--- config.mk ---
export PLATFORM = sky130hd
export DESIGN_NAME = instr_encoder_flat
export DESIGN_NICKNAME = d
export VERILOG_FILES = /design/src/rtl/instr_encoder_if.sv /design/src/rtl/instr_encoder.sv /design/src/flat_wrapper.sv
export SDC_FILE = /design/constraint.sdc
export NUM_CORES = 1
export LEC_CHECK = 0
export BUFFER_PORTS_ARGS = -buffer_cell sky130_fd_sc_hd__buf_4
export CORE_MARGIN = 1.5
export CORE_UTILIZATION = 53
export CTS_BUF_LIST = sky130_fd_sc_hd__clkbuf_4 sky130_fd_sc_hd__clkbuf_8
export DETAILED_ROUTE_END_ITERATION = 10
export GPL_ROUTABILITY_DRIVEN = 1
export HOLD_SLACK_MARGIN = 0.08
export PLACE_DENSITY = 0.81
export SLEW_MARGIN = 20
export SYNTH_ARGS = -nofsm -noshare
export SYNTH_HDL_FRONTEND = slang
export SYNTH_SLANG_ARGS = --single-unit
--- constraint.sdc ---
create_clock -name clk -period 2.2 [get_ports clk]
set_clock_uncertainty 0.2 [all_clocks]
set_input_delay 0.22 -clock clk [delete_from_list [all_inputs] [get_ports clk]]
set_output_delay 0.22 -clock clk [all_outputs]
set_load 0.005 [all_outputs]
--- src/rtl/instr_encoder_if.sv ---
// Field-side and instruction-side handshake bundle for instr_encoder.
// The master drives requests and consumes encoded words; the slave is the encoder.
interface instr_encoder_if;
  logic        in_valid;
  logic        in_ready;
  logic [6:0]  in_opcode;
  logic [5:0]  in_op;
  logic [4:0]  in_rs1;
  logic [4:0]  in_rs2;
  logic [4:0]  in_rd;
  logic [31:0] in_imm;
  logic        out_valid;
  logic        out_ready;
  logic [31:0] out_instr;

  modport master (
    output in_valid, in_opcode, in_op, in_rs1, in_rs2, in_rd, in_imm, out_ready,
    input  in_ready, out_valid, out_instr
  );

  modport slave (
    input  in_valid, in_opcode, in_op, in_rs1, in_rs2, in_rd, in_imm, out_ready,
    output in_ready, out_valid, out_instr
  );
endinterface

--- src/rtl/instr_encoder.sv ---
// RV32I instruction encoder: turns decoded fields back into a 32-bit word,
// rejects illegal/unencodable requests, and queues legal words in a FIFO.
module instr_encoder #(
  parameter int unsigned DEPTH = 4
) (
  input  logic                    clk,
  input  logic                    rst,
  input  logic                    flush,
  instr_encoder_if.slave          bus,
  output logic                    err,
  output logic [7:0]              err_count,
  output logic [$clog2(DEPTH):0]  level
);

  localparam int unsigned AW = $clog2(DEPTH);
  localparam int unsigned LW = AW + 1;
  localparam logic [LW-1:0] FULL = LW'(DEPTH);

  typedef enum logic [6:0] {
    OPC_LUI    = 7'b0110111,
    OPC_AUIPC  = 7'b0010111,
    OPC_JAL    = 7'b1101111,
    OPC_JALR   = 7'b1100111,
    OPC_LOAD   = 7'b0000011,
    OPC_IMM    = 7'b0010011,
    OPC_STORE  = 7'b0100011,
    OPC_BRANCH = 7'b1100011,
    OPC_REG    = 7'b0110011
  } opcode_e;

  typedef enum logic [2:0] {
    FMT_R,
    FMT_I,
    FMT_SH,
    FMT_S,
    FMT_B,
    FMT_U,
    FMT_J,
    FMT_X
  } fmt_e;

  opcode_e     opc;
  fmt_e        fmt;
  logic [2:0]  f3;
  logic        alt;
  logic [31:0] imm;
  logic        f3_ok;
  logic        alt_ok;
  logic        imm_ok;
  logic        reject;
  logic [31:0] word;

  logic          accept;
  logic          push;
  logic          pop;
  logic [AW-1:0] wptr;
  logic [AW-1:0] rptr;
  logic [31:0]   mem [DEPTH];

  assign opc = opcode_e'(bus.in_opcode);
  assign f3  = bus.in_op[2:0];
  assign alt = bus.in_op[3];
  assign imm = bus.in_imm;

  // Map the major opcode to its instruction format; shifts get their own format.
  always_comb begin
    fmt = FMT_X;
    case (opc)
      OPC_LUI, OPC_AUIPC: fmt = FMT_U;
      OPC_JAL:            fmt = FMT_J;
      OPC_JALR, OPC_LOAD: fmt = FMT_I;
      OPC_IMM:            fmt = (f3 == 3'b001 || f3 == 3'b101) ? FMT_SH : FMT_I;
      OPC_STORE:          fmt = FMT_S;
      OPC_BRANCH:         fmt = FMT_B;
      OPC_REG:            fmt = FMT_R;
      default:            fmt = FMT_X;
    endcase
  end

  // Legality: funct3 per opcode, funct7[5] usage, and immediate encodability.
  always_comb begin
    f3_ok = 1'b1;
    case (opc)
      OPC_JALR:   f3_ok = (f3 == 3'b000);
      OPC_BRANCH: f3_ok = !(f3 == 3'b010 || f3 == 3'b011);
      OPC_LOAD:   f3_ok = !(f3 == 3'b011 || f3 == 3'b110 || f3 == 3'b111);
      OPC_STORE:  f3_ok = (f3 <= 3'b010);
      default:    f3_ok = 1'b1;
    endcase

    alt_ok = !alt
          || (opc == OPC_REG && (f3 == 3'b000 || f3 == 3'b101))
          || (opc == OPC_IMM && f3 == 3'b101);

    imm_ok = 1'b1;
    case (fmt)
      FMT_I, FMT_S: imm_ok = (&imm[31:11]) || !(|imm[31:11]);
      FMT_B:        imm_ok = !imm[0] && ((&imm[31:12]) || !(|imm[31:12]));
      FMT_J:        imm_ok = !imm[0] && ((&imm[31:20]) || !(|imm[31:20]));
      FMT_U:        imm_ok = (imm[11:0] == '0);
      FMT_SH:       imm_ok = (imm[31:5] == '0);
      default:      imm_ok = 1'b1;
    endcase

    reject = (fmt == FMT_X) || (bus.in_op[5:4] != 2'b00) || !f3_ok || !alt_ok || !imm_ok;
  end

  // Scatter the fields into the instruction word according to the format.
  always_comb begin
    word = '0;
    case (fmt)
      FMT_U:  word = {imm[31:12], bus.in_rd, bus.in_opcode};
      FMT_J:  word = {imm[20], imm[10:1], imm[11], imm[19:12], bus.in_rd, bus.in_opcode};
      FMT_I:  word = {imm[11:0], bus.in_rs1, f3, bus.in_rd, bus.in_opcode};
      FMT_SH: word = {1'b0, alt, 5'b0, imm[4:0], bus.in_rs1, f3, bus.in_rd, bus.in_opcode};
      FMT_S:  word = {imm[11:5], bus.in_rs2, bus.in_rs1, f3, imm[4:0], bus.in_opcode};
      FMT_B:  word = {imm[12], imm[10:5], bus.in_rs2, bus.in_rs1, f3,
                      imm[4:1], imm[11], bus.in_opcode};
      FMT_R:  word = {1'b0, alt, 5'b0, bus.in_rs2, bus.in_rs1, f3, bus.in_rd, bus.in_opcode};
      default: word = '0;
    endcase
  end

  // A rejected request is still consumed; only legal words enter the FIFO.
  assign bus.in_ready  = (level < FULL) && !flush;
  assign accept        = bus.in_valid && bus.in_ready;
  assign push          = accept && !reject;
  assign pop           = bus.out_valid && bus.out_ready && !flush;
  assign bus.out_valid = (level != '0);
  assign bus.out_instr = mem[rptr];

  // FIFO pointers and occupancy; flush empties the queue and overrides push/pop.
  always_ff @(posedge clk or posedge rst) begin
    if (rst) begin
      wptr  <= '0;
      rptr  <= '0;
      level <= '0;
    end else if (flush) begin
      wptr  <= '0;
      rptr  <= '0;
      level <= '0;
    end else begin
      if (push) wptr <= wptr + 1'b1;
      if (pop)  rptr <= rptr + 1'b1;
      case ({push, pop})
        2'b10:   level <= level + 1'b1;
        2'b01:   level <= level - 1'b1;
        default: level <= level;
      endcase
    end
  end

  // FIFO storage; contents are meaningless outside the occupied window.
  always_ff @(posedge clk) begin
    if (push) mem[wptr] <= word;
  end

  // Rejection pulse and saturating rejection counter.
  always_ff @(posedge clk or posedge rst) begin
    if (rst) begin
      err       <= 1'b0;
      err_count <= '0;
    end else begin
      err <= accept && reject;
      if (accept && reject && err_count != '1) err_count <= err_count + 1'b1;
    end
  end

endmodule

--- src/flat_wrapper.sv ---
// flat-port wrapper written by rule: the top's interface ports become plain ports
module instr_encoder_flat 
#(
  parameter int unsigned DEPTH = 4
)
  (clk, rst, flush, err, err_count, level, bus_in_valid, bus_in_opcode, bus_in_op, bus_in_rs1, bus_in_rs2, bus_in_rd, bus_in_imm, bus_out_ready, bus_in_ready, bus_out_valid, bus_out_instr);
  instr_encoder_if bus_i ();
  input  logic clk;
  input  logic rst;
  input  logic flush;
  output logic err;
  output logic [7:0] err_count;
  output logic [$clog2(DEPTH):0] level;
  input wire logic [$bits(bus_i.in_valid)-1:0] bus_in_valid;
  input wire logic [$bits(bus_i.in_opcode)-1:0] bus_in_opcode;
  input wire logic [$bits(bus_i.in_op)-1:0] bus_in_op;
  input wire logic [$bits(bus_i.in_rs1)-1:0] bus_in_rs1;
  input wire logic [$bits(bus_i.in_rs2)-1:0] bus_in_rs2;
  input wire logic [$bits(bus_i.in_rd)-1:0] bus_in_rd;
  input wire logic [$bits(bus_i.in_imm)-1:0] bus_in_imm;
  input wire logic [$bits(bus_i.out_ready)-1:0] bus_out_ready;
  output wire logic [$bits(bus_i.in_ready)-1:0] bus_in_ready;
  output wire logic [$bits(bus_i.out_valid)-1:0] bus_out_valid;
  output wire logic [$bits(bus_i.out_instr)-1:0] bus_out_instr;
  assign bus_i.in_valid = bus_in_valid;
  assign bus_i.in_opcode = bus_in_opcode;
  assign bus_i.in_op = bus_in_op;
  assign bus_i.in_rs1 = bus_in_rs1;
  assign bus_i.in_rs2 = bus_in_rs2;
  assign bus_i.in_rd = bus_in_rd;
  assign bus_i.in_imm = bus_in_imm;
  assign bus_i.out_ready = bus_out_ready;
  assign bus_in_ready = bus_i.in_ready;
  assign bus_out_valid = bus_i.out_valid;
  assign bus_out_instr = bus_i.out_instr;
  instr_encoder #(.DEPTH(DEPTH)) u_core (.clk(clk), .rst(rst), .flush(flush), .bus(bus_i), .err(err), .err_count(err_count), .level(level));
endmodule
; Word level (Yosys, flattened, before mapping)
; Memories as Yosys holds them, arrays and structs flattened.
; Cells that the tools add are included.
[word_totals]
register_bits = 16
ramBits = 128
in_bits = 65
out_inout_bits = 46
memories = 1
[memory_table]
columns = memory, words, word_bits, rd, rd_ports_with_merged_regs, wr, line
row1 = u_core.mem, 4, 32, 1, 0, 1, instr_encoder.sv:58  ; logic [31:0] mem [DEPTH];
[classes]
n_addsub = 5
n_lt_le_gt_ge = 2
n_eq_ne = 25
n_mux = 13
reduce_logical = 55
[ops]
columns = op, n
row1 = $pmux W32 S7, 1
row2 = $logic_not A27 Y1, 1
row3 = $eq A3 B3 Y1 const B, 7
row4 = $eq A7 B6 Y1 const B, 3
row5 = $eq A7 B7 Y1 const B, 3
row6 = $pmux W3 S7, 1
row7 = $reduce_and A21 Y1, 1
row8 = $reduce_or A21 Y1, 1
row9 = $reduce_and A20 Y1, 1
row10 = $reduce_or A20 Y1, 1
row11 = $eq A7 B5 Y1 const B, 2
row12 = $logic_or A1 B1 Y1, 14
row13 = $eq A3 B2 Y1 const B, 4
row14 = $logic_not A1 Y1, 12
row15 = $logic_not A12 Y1, 1
row16 = $reduce_and A12 Y1, 1
row17 = $reduce_or A12 Y1, 1
row18 = $logic_and A1 B1 Y1, 11
row19 = $mux W2, 5
row20 = $add A8 B1 Y8 const B, 1
row21 = $ne A8 B8 Y1 const B, 1
row22 = $eq A7 B2 Y1 const B, 1
row23 = $eq A3 B1 Y1 const B, 2
row24 = $logic_not A3 Y1, 2
row25 = 15 further kinds, 22

; Longest topological paths before layout
; Gate-level depths: netlist (run 1).
[logic_depth]
word_depth = 14
depth_mapped = 14
depth_no_buf = 11

; Worst setup path after synthesis (run 1)
; No wires, ideal clock.
[synth_path]
path_type = input to register
from = input port bus_in_imm[7]
to = memory u_core.mem[0][0], enable pin
setup_ns = 0.392
arrival_ns = 2.634
required_time_ns = 1.608
slack_ns = -1.026
stages = 7
path_buffers = 1
path_cell_list = or4_1 nor4_2 nand3_1 a211oi_4 o31a_4 buf_2 and3_1
[synth_between]
elab_chain_cells = 8
word_cells_on_any_way = 9
[synth_rtl]
columns = element, line
row1 = start: declaration, flat_wrapper.sv:20  ; input wire logic [$bits(bus_i.in_imm)-1:0] bus_in_imm;
row2 = $logic_not A27 Y1 / $logic_not A12 Y1 (equally long branches), "instr_encoder.sv:101, instr_encoder.sv:100"
row3 = $pmux W1 S5 (*), instr_encoder.sv:96  ; case (fmt)
row4 = $logic_not A1 Y1 (*), instr_encoder.sv:105  ; reject = (fmt == FMT_X) || (bus.in_op[5:4] != 2'b00) || !f3_ok || !alt_ok || !imm_ok;
row5 = $logic_or A1 B1 Y1 (*), instr_encoder.sv:105
row6 = $logic_not A1 Y1 (*), instr_encoder.sv:127  ; assign push = accept && !reject;
row7 = $logic_and A1 B1 Y1 (*), instr_encoder.sv:127
row8 = $mux W1 (*), instr_encoder.sv:155  ; if (push) mem[wptr] <= word;
row9 = $mux W1 (not written as such) (*), instr_encoder.sv:155
row10 = end: declaration, instr_encoder.sv:58
; Every way passes the cells marked *; elsewhere a longest branch is shown, timed or not.

; Final worst setup path (run 1)
[layout_path]
from = input port bus_in_imm[29]
to = register u_core.level[1]
[layout_between]
elab_chain_cells = 12
word_cells_on_any_way = 25
[layout_rtl]
columns = element, line
row1 = $reduce_or A20 Y1 / $reduce_or A12 Y1 (equally long branches), "instr_encoder.sv:98, instr_encoder.sv:99"
row2 = $logic_not A1 Y1 (on tied branches), "instr_encoder.sv:98, instr_encoder.sv:99"
row3 = $logic_or A1 B1 Y1 (on tied branches), "instr_encoder.sv:98, instr_encoder.sv:99"
row4 = $logic_and A1 B1 Y1 (on tied branches), "instr_encoder.sv:98, instr_encoder.sv:99"
row5 = $pmux W1 S5 (*), instr_encoder.sv:96
row6 = $logic_not A1 Y1 (*), instr_encoder.sv:105
row7 = $logic_or A1 B1 Y1 (*), instr_encoder.sv:105
row8 = $logic_not A1 Y1 (*), instr_encoder.sv:127
row9 = $logic_and A1 B1 Y1 (*), instr_encoder.sv:127
row10 = $eq A2 B1 Y1 / $eq A2 B2 Y1 (equally long branches), instr_encoder.sv:145  ; case ({push, pop})
row11 = $pmux W3 S2, instr_encoder.sv:145
row12 = $mux W3, instr_encoder.sv:138  ; end else if (flush) begin
row13 = end signal: assignment, instr_encoder.sv:146  ; 2'b10: level <= level + 1'b1;
row14 = end signal: assignment, instr_encoder.sv:147  ; 2'b01: level <= level - 1'b1;
row15 = end signal: assignment, instr_encoder.sv:148  ; default: level <= level;
row16 = end: declaration, instr_encoder.sv:12  ; output logic [$clog2(DEPTH):0] level
; Marks and branches as above.
; A chain may end at the register's enable or synchronous reset.

==> impl_metrics.yaml, run 1 <==
timing:
  finalHoldViolCount: 0
  tightest_slew_ps: 713.8
  setup_viol: 177
  rsz0062_at_grt: "true"
  relSlewSlack_pct: 51.79
  timing.fmax_mhz: 346.1
  layout_setup_ws_ps: -689.6
  finalCritPeriodShare_pct: 131.3
  min_period_ps: 2890
  drv_slew: 0
route:
  dr.pass1.iters: 7
  drt.antenna.violating_nets: 0
  drc: 0
  via_count: 5662
  wire_per_inst_microns: 26.34
  drt_iter0_drc: 784
  routed_wirelength_mm: 23.58
  viasPerCell: 6.326
die:
  io_pins: 111
  rows: 40
  core-area_sq_um: 12110
  die_area_sq_um: 13230
  die_h_microns: 115.0
  start_util_pct: 54.91
  fp.dieW_microns: 115.0
global_routing:
  grt_pass1_wl_mm: 30.49
  grt_max_degree: 33
  overflow: 0
  antenna_found_initial: 0
  grt_pass1_vias: 5421
  grt_use_total_pct: 32.01
synth:
  synth_fp_nets: 515
  synthArstFlopShare_pct: 11.11
  yosysWarningCount: 0
  netlist_instances: 444
  synth.distinct_cells: 61
  syn-cell-area_sq_um: 6650
  ys_seq_elements: 144
  netlist_top_cells_area: "edfxtp_1 (58%), mux4_2 (11%), dfrtp_1 (6.0%)"
  avgSynthCellArea_sq_um: 14.98
  yosys.area.top_type: "edfxtp_1"
  synth_flop_cell: "edfxtp_1"
  synth_top_area_share_pct: 57.80
  synth_edf_count: 128
  ys_seq_area_share_pct: 63.82
worst_setup_path:
  path_class: "input pin to register"
  end_kind: "register"
  cp_cell_sequence: "buf_4 > nor4_1 > and3_2 > nand3_1 > a21oi_2 > o31a_4 > a211oi_4 > fa_2 > nand2b_1 > or4_1 > nand4_1"
  critPathRequiredTime_ps: 2410
  critPathSlowestCell: "fa_2"
  worstSetupStartpointType: "input pin"
  max_stage_delay_ps: 540
  arrival_ps: 3100
  critical_path.max_fanout: 4
clock_tree:
  clk_pin_slew_ps: 100
  root_buffer: "clkbuf_8"
  cts_max_level: 4
  clock-sinks: 144
  clock_latency_ps: 480
  cts_buffer_depth: 2
  cts_tree: "built"
  cts_buffers: 17
min_path:
  min_path_type: "input pin to register"
placed_design:
  io_buffers: 110
  hpwl_mm: 12.24
  dpl-instance-area_sq_um: 8494
  gp_congestion: 0.9190
pwr:
  peakVddDrop_uv: 578.5
  leakage_nw: 3.840
  finalPower_mw: 5.717
  cellPowerDensity_nw_per_um2: 568.3
finish:
  fin_util_pct: 83.07
  num-nets-final: 788
  fill_cells: 541
  drive_gt1_share_pct: 48.42
  finalInstanceArea_sq_um: 10060
  area_delta_synth_final_pct: 51.29
  antenna_cells: 0
status:
  violations: "negative setup slack"
  status: "finished with violations"
job:
  drv_cap: 0
==> critical path: cells and delay by family <==
family	cells	cell delay, ps
simple gates	6	1650
fa+ha+maj	1	540
buf+inv	1	120
compound gates	3	560
==> through the flow <==
| step | TNS, ps | cells | hold WS, ps | setup slack (ps) |
|---|---|---|---|---|
| finish | -76080 | 895 | 80.76 | -689.6 |
| global route | -77470 | 895 | 107.8 | -693.5 |
| CTS | -20610 | 873 | 82.44 | -431.1 |
| detailed placement | -118840 | 801 | 142.9 | -976.8 |
| global placement | -109530 | 801 | 139.4 | -889.0 |
| floorplan | -75190 | 444 | -66.26 | -852.2 |
==> power breakdown <==
group	internal, mW	switching (mW)
registers	3.01	0.0778
clock network	0.910	1.04
logic	0.377	0.305
total	4.30	1.42
==> worst paths after layout <==
kind | start | to | slack [ps] | cells past startpoint
min in group asynchronous | rst | u_core.level[1] | 200 | 3
min | bus_in_rs1[3] | u_core.mem[1][18] | 80 | 3
max in group asynchronous | rst | u_core.rptr[0] | 1150 | 3
min reg2reg | u_core.err_count[7] | u_core.err_count[7] | 310 | 1
max reg2reg | u_core.level[1] | u_core.level[1] | -250 | 7
max | bus_in_imm[29] | u_core.level[1] | -690 | 11
==> per-layer routing <==
layer / part of all wire [%] / vias to the layer above / global-route usage (%)
met1: 34 / 2743 / 40.82
met5: 0 / - / 0
met4: 5.7 / 0 / 16.95
li1: - / 2310 / -
met3: 9.6 / 119 / 5.693
met2: 50 / 490 / 52.94
==> what timing repair did <==
item                       in CTS  in global routing
setup endpoints to repair     159                191
resized for setup              48                 71
hold endpoints to repair      104                  0
hold buffers                   35                  0
pin swaps                      10                 18
setup buffers                   5                 16
gates cloned                    3                  8
==> registers in the layout, indices dropped and copies added (netlist names) <==
name / cells
u_core.wptr: 2
u_core.mem: 128
u_core.rptr: 2
u_core.err: 1
u_core.err_count: 8
u_core.level: 3
==> cell type report <==
class	instances	area [sq um]	share of cell area [%]
clock buffer	21	264.0	2.624
inverter	10	37.54	0.3731
multi-input combinational	269	2500	24.85
sequential	144	4245	42.20
timing repair buffer	275	2735	27.19
tap	168	210.2	2.089
clock inverter	8	68.82	0.6840
==> placed cells by master, fill, tap and decap left out, types with 9 or more instances in the layout <==
master,Yosys,routed
nor2_1,13,11
nand4_1,13,13
dfrtp_1,16,15
nand2_1,45,45
buf_12,0,9
buf_4,1,157
edfxtp_1,128,128
o21ai_0,27,23
buf_6,0,58
dlygate4sd3_1,0,35
mux4_2,32,32
inv_1,9,9
nand3_1,15,9
clkbuf_8,0,17
==> kinds of logic after synthesis <==
kind of cell	count (synthesis)	share of synthesized area (%)
fa+ha+maj	6	1.242
compound gates	67	8.053
xor+xnor	9	1.298
simple gates	152	12.36
flops	144	63.82
buf+inv	31	1.900
mux	35	11.33
==> Yosys cell counts (all sizes together), types with 4 or more instances <==
cell	n
a21oi	9
a22o	5
a22oi	7
and2	5
and3	8
buf	9
clkbuf	12
dfrtp	16
edfxtp	128
ha	5
inv	10
mux4	32
nand2	45
nand2b	4
nand3	15
nand4	13
nor2	13
nor2b	4
nor3	13
nor3b	5
nor4	6
o21ai	27
or2	4
or3	4
or4	4
xor2	6
Power figures use the tool's default switching activity.
==> inputs of run 2 (changes only) <==
- CORE_ASPECT_RATIO: default -> 0.5
==> run 2 against run 1 <==
The run still ends with negative setup slack left. Sequential power is essentially flat. Via count decreased by 2.3%. Cell count increased by 0.11%. Critical path depth up 2. Core utilization increased by 0.27 points. Cell area is 0.46% lower. Routed wire length decreased by 10%. Die area up 0.31%. Global-route usage down 3.4 points. Total power up 4.9%.
==> impl_metrics.yaml, run 2 (synthesis gave the netlist of run 1 again) <==
timing:
  rsz0062_at_grt: "true"
  tns_ps: -83280
  layout_setup_ws_ps: -698.2
  tightest_slew_ps: 694.0
  relSlewSlack_pct: 53.24
  finalCritPeriodShare_pct: 131.7
  min_period_ps: 2898
  finalHoldViolCount: 0
  timing.fmax_mhz: 345.0
  drv_slew: 0
  setup_viol: 178
finish:
  antenna_cells: 0
  final_common_cell: "buf_4"
  num-nets-final: 789
  largest_reg_flops: 128
  layout_common_cells: "buf_4 (173), edfxtp_1 (128), buf_6 (46)"
  fill_cells: 559
  finalInstanceArea_sq_um: 10010
  multi_input_area_sq_um: 2471
  regArea_sq_um: 4245
  drive_gt1_share_pct: 48.29
  area_delta_synth_final_pct: 50.59
  top_regs: "u_core.mem: 128 flops, u_core.err_count: 8 flops, u_core.level: 3 flops"
  regMostFlops: "u_core.mem"
status:
  status: "finished with violations"
  violations: "negative setup slack"
route:
  dr.pass1.iters: 5
  top_layer: "met4"
  drc: 0
  met2WireLength_mm: 9.968
  wire_per_inst_microns: 23.61
  via_count: 5530
  drt_iter0_drc: 520
  routed_wirelength_mm: 21.15
  dr_wl_met3_mm: 2.248
  viasPerCell: 6.172
  met1_length_mm: 7.838
  drt.antenna.violating_nets: 0
clock_tree:
  cts_buffer_depth: 2
  cts_max_level: 4
  cts_tree: "built"
  cts_buffers: 17
  clk_pin_slew_ps: 90
  clock-sinks: 144
  clock_latency_ps: 460
  root_buffer: "clkbuf_8"
pwr:
  peakVddDrop_uv: 543.9
  leakage_nw: 3.849
  p_int_mw: 4.450
  finalPower_mw: 6.000
  seq_power_share_pct: 51.4
  p_clk_share_pct: 37.5
  power_frac_comb_pct: 11.1
  cellPowerDensity_nw_per_um2: 599.1
  power_switching_mw: 1.550
  switching_share_pct: 25.84
placed_design:
  place_ws_ps: -946.4
  dpl-instance-area_sq_um: 8551
  gp_congestion: 0.9204
  io_buffers: 110
  hpwl_mm: 11.96
worst_setup_path:
  arrival_ps: 2930
  end_kind: "register"
  critPathRequiredTime_ps: 2230
  worstSetupStartpointType: "input pin"
  path_class: "input pin to register"
  critical_path.max_fanout: 8
global_routing:
  overflow: 0
  grt_pass1_vias: 5316
  grt_pass1_wl_mm: 27.62
  antenna_found_initial: 0
  grt_use_total_pct: 28.59
  grt_max_degree: 33
die:
  fp.dieW_microns: 161.4
  io_pins: 111
  core-area_sq_um: 12020
  start_util_pct: 55.34
  rows: 28
  die_area_sq_um: 13270
  die_h_microns: 82.21
job:
  drv_cap: 0
min_path:
  min_path_type: "input pin to register"
-- run 2: cell types whose count changed in the layout (fill, tap and decap cells not counted), moves of 4 or more --
cell      before  now
buf_4        157  173
buf_6         58   46
inv_6          0    6
buf_16         5    1
clkbuf_4       4    0
clkinv_2       4    0
inv_8          0    4
-- run 2: final timing paths --
kind	start	end	slack (ps)	depth (start not counted)
max	bus_in_opcode[2]	u_core.mem[2][24]	-700	13
min	bus_in_op[1]	u_core.mem[1][13]	110	3
max reg2reg	u_core.level[0]	u_core.level[1]	-180	7
min reg2reg	u_core.err_count[7]	u_core.err_count[7]	300	1
max in group asynchronous	rst	u_core.rptr[0]	1160	3
min in group asynchronous	rst	u_core.wptr[0]	200	3
-- run 2: what timing repair did --
item                       4_1_cts  5_1_grt
setup endpoints to repair      163      186
hold buffers                    35        0
pin swaps                        6       19
hold endpoints to repair        96        0
setup buffers                    7       18
cloned                           3        6
gates resized for setup         25       72
-- run 2: layout make-up --
cell class              instances  area share [%]
clock inverters                15           1.899
multi-input cells             269           24.68
well taps                     165           2.061
repair buffers                276           26.26
clock buffers                  17           2.336
flip-flops and latches        144           42.39
inverters                      10          0.3748
-- run 2: per-layer routing --
metal / vias up / global-route usage [%]
met5: - / 0
met4: 0 / 11.11
met3: 121 / 6.693
met2: 414 / 48.41
met1: 2679 / 36.79
li1: 2316 / -
-- run 2: power groups by stage --
stage	Clock [mW]	Sequential [mW]	Combinational, mW
floorplan	0	3.14	0.190
global placement	0	3.14	0.530
detailed placement	0	3.14	0.544
CTS	2.23	3.08	0.599
global route	2.36	3.09	0.701
finish	2.25	3.08	0.663
-- run 2: per-stage QoR --
| stage | hold WS, ps | std cells | util, % |
|---|---|---|---|
| finish | 108.3 | 896 | 83.34 |
| global route | 122.9 | 896 | 83.34 |
| CTS | 81.03 | 878 | 79.53 |
| detailed placement | 139.2 | 801 | 71.16 |
| global placement | 128.8 | 801 | 71.16 |
| floorplan | -66.26 | 444 | - |
-- run 2: critical path, stage by stage --
cell and delay (ps):
buf_4 120, or2_1 300, a21oi_1 130, o21ai_0 590, a21oi_2 140, o31a_4 420
buf_4 140, buf_6 100, buf_6 110, buf_12 130, buf_4 130, and3_4 210
buf_12 170
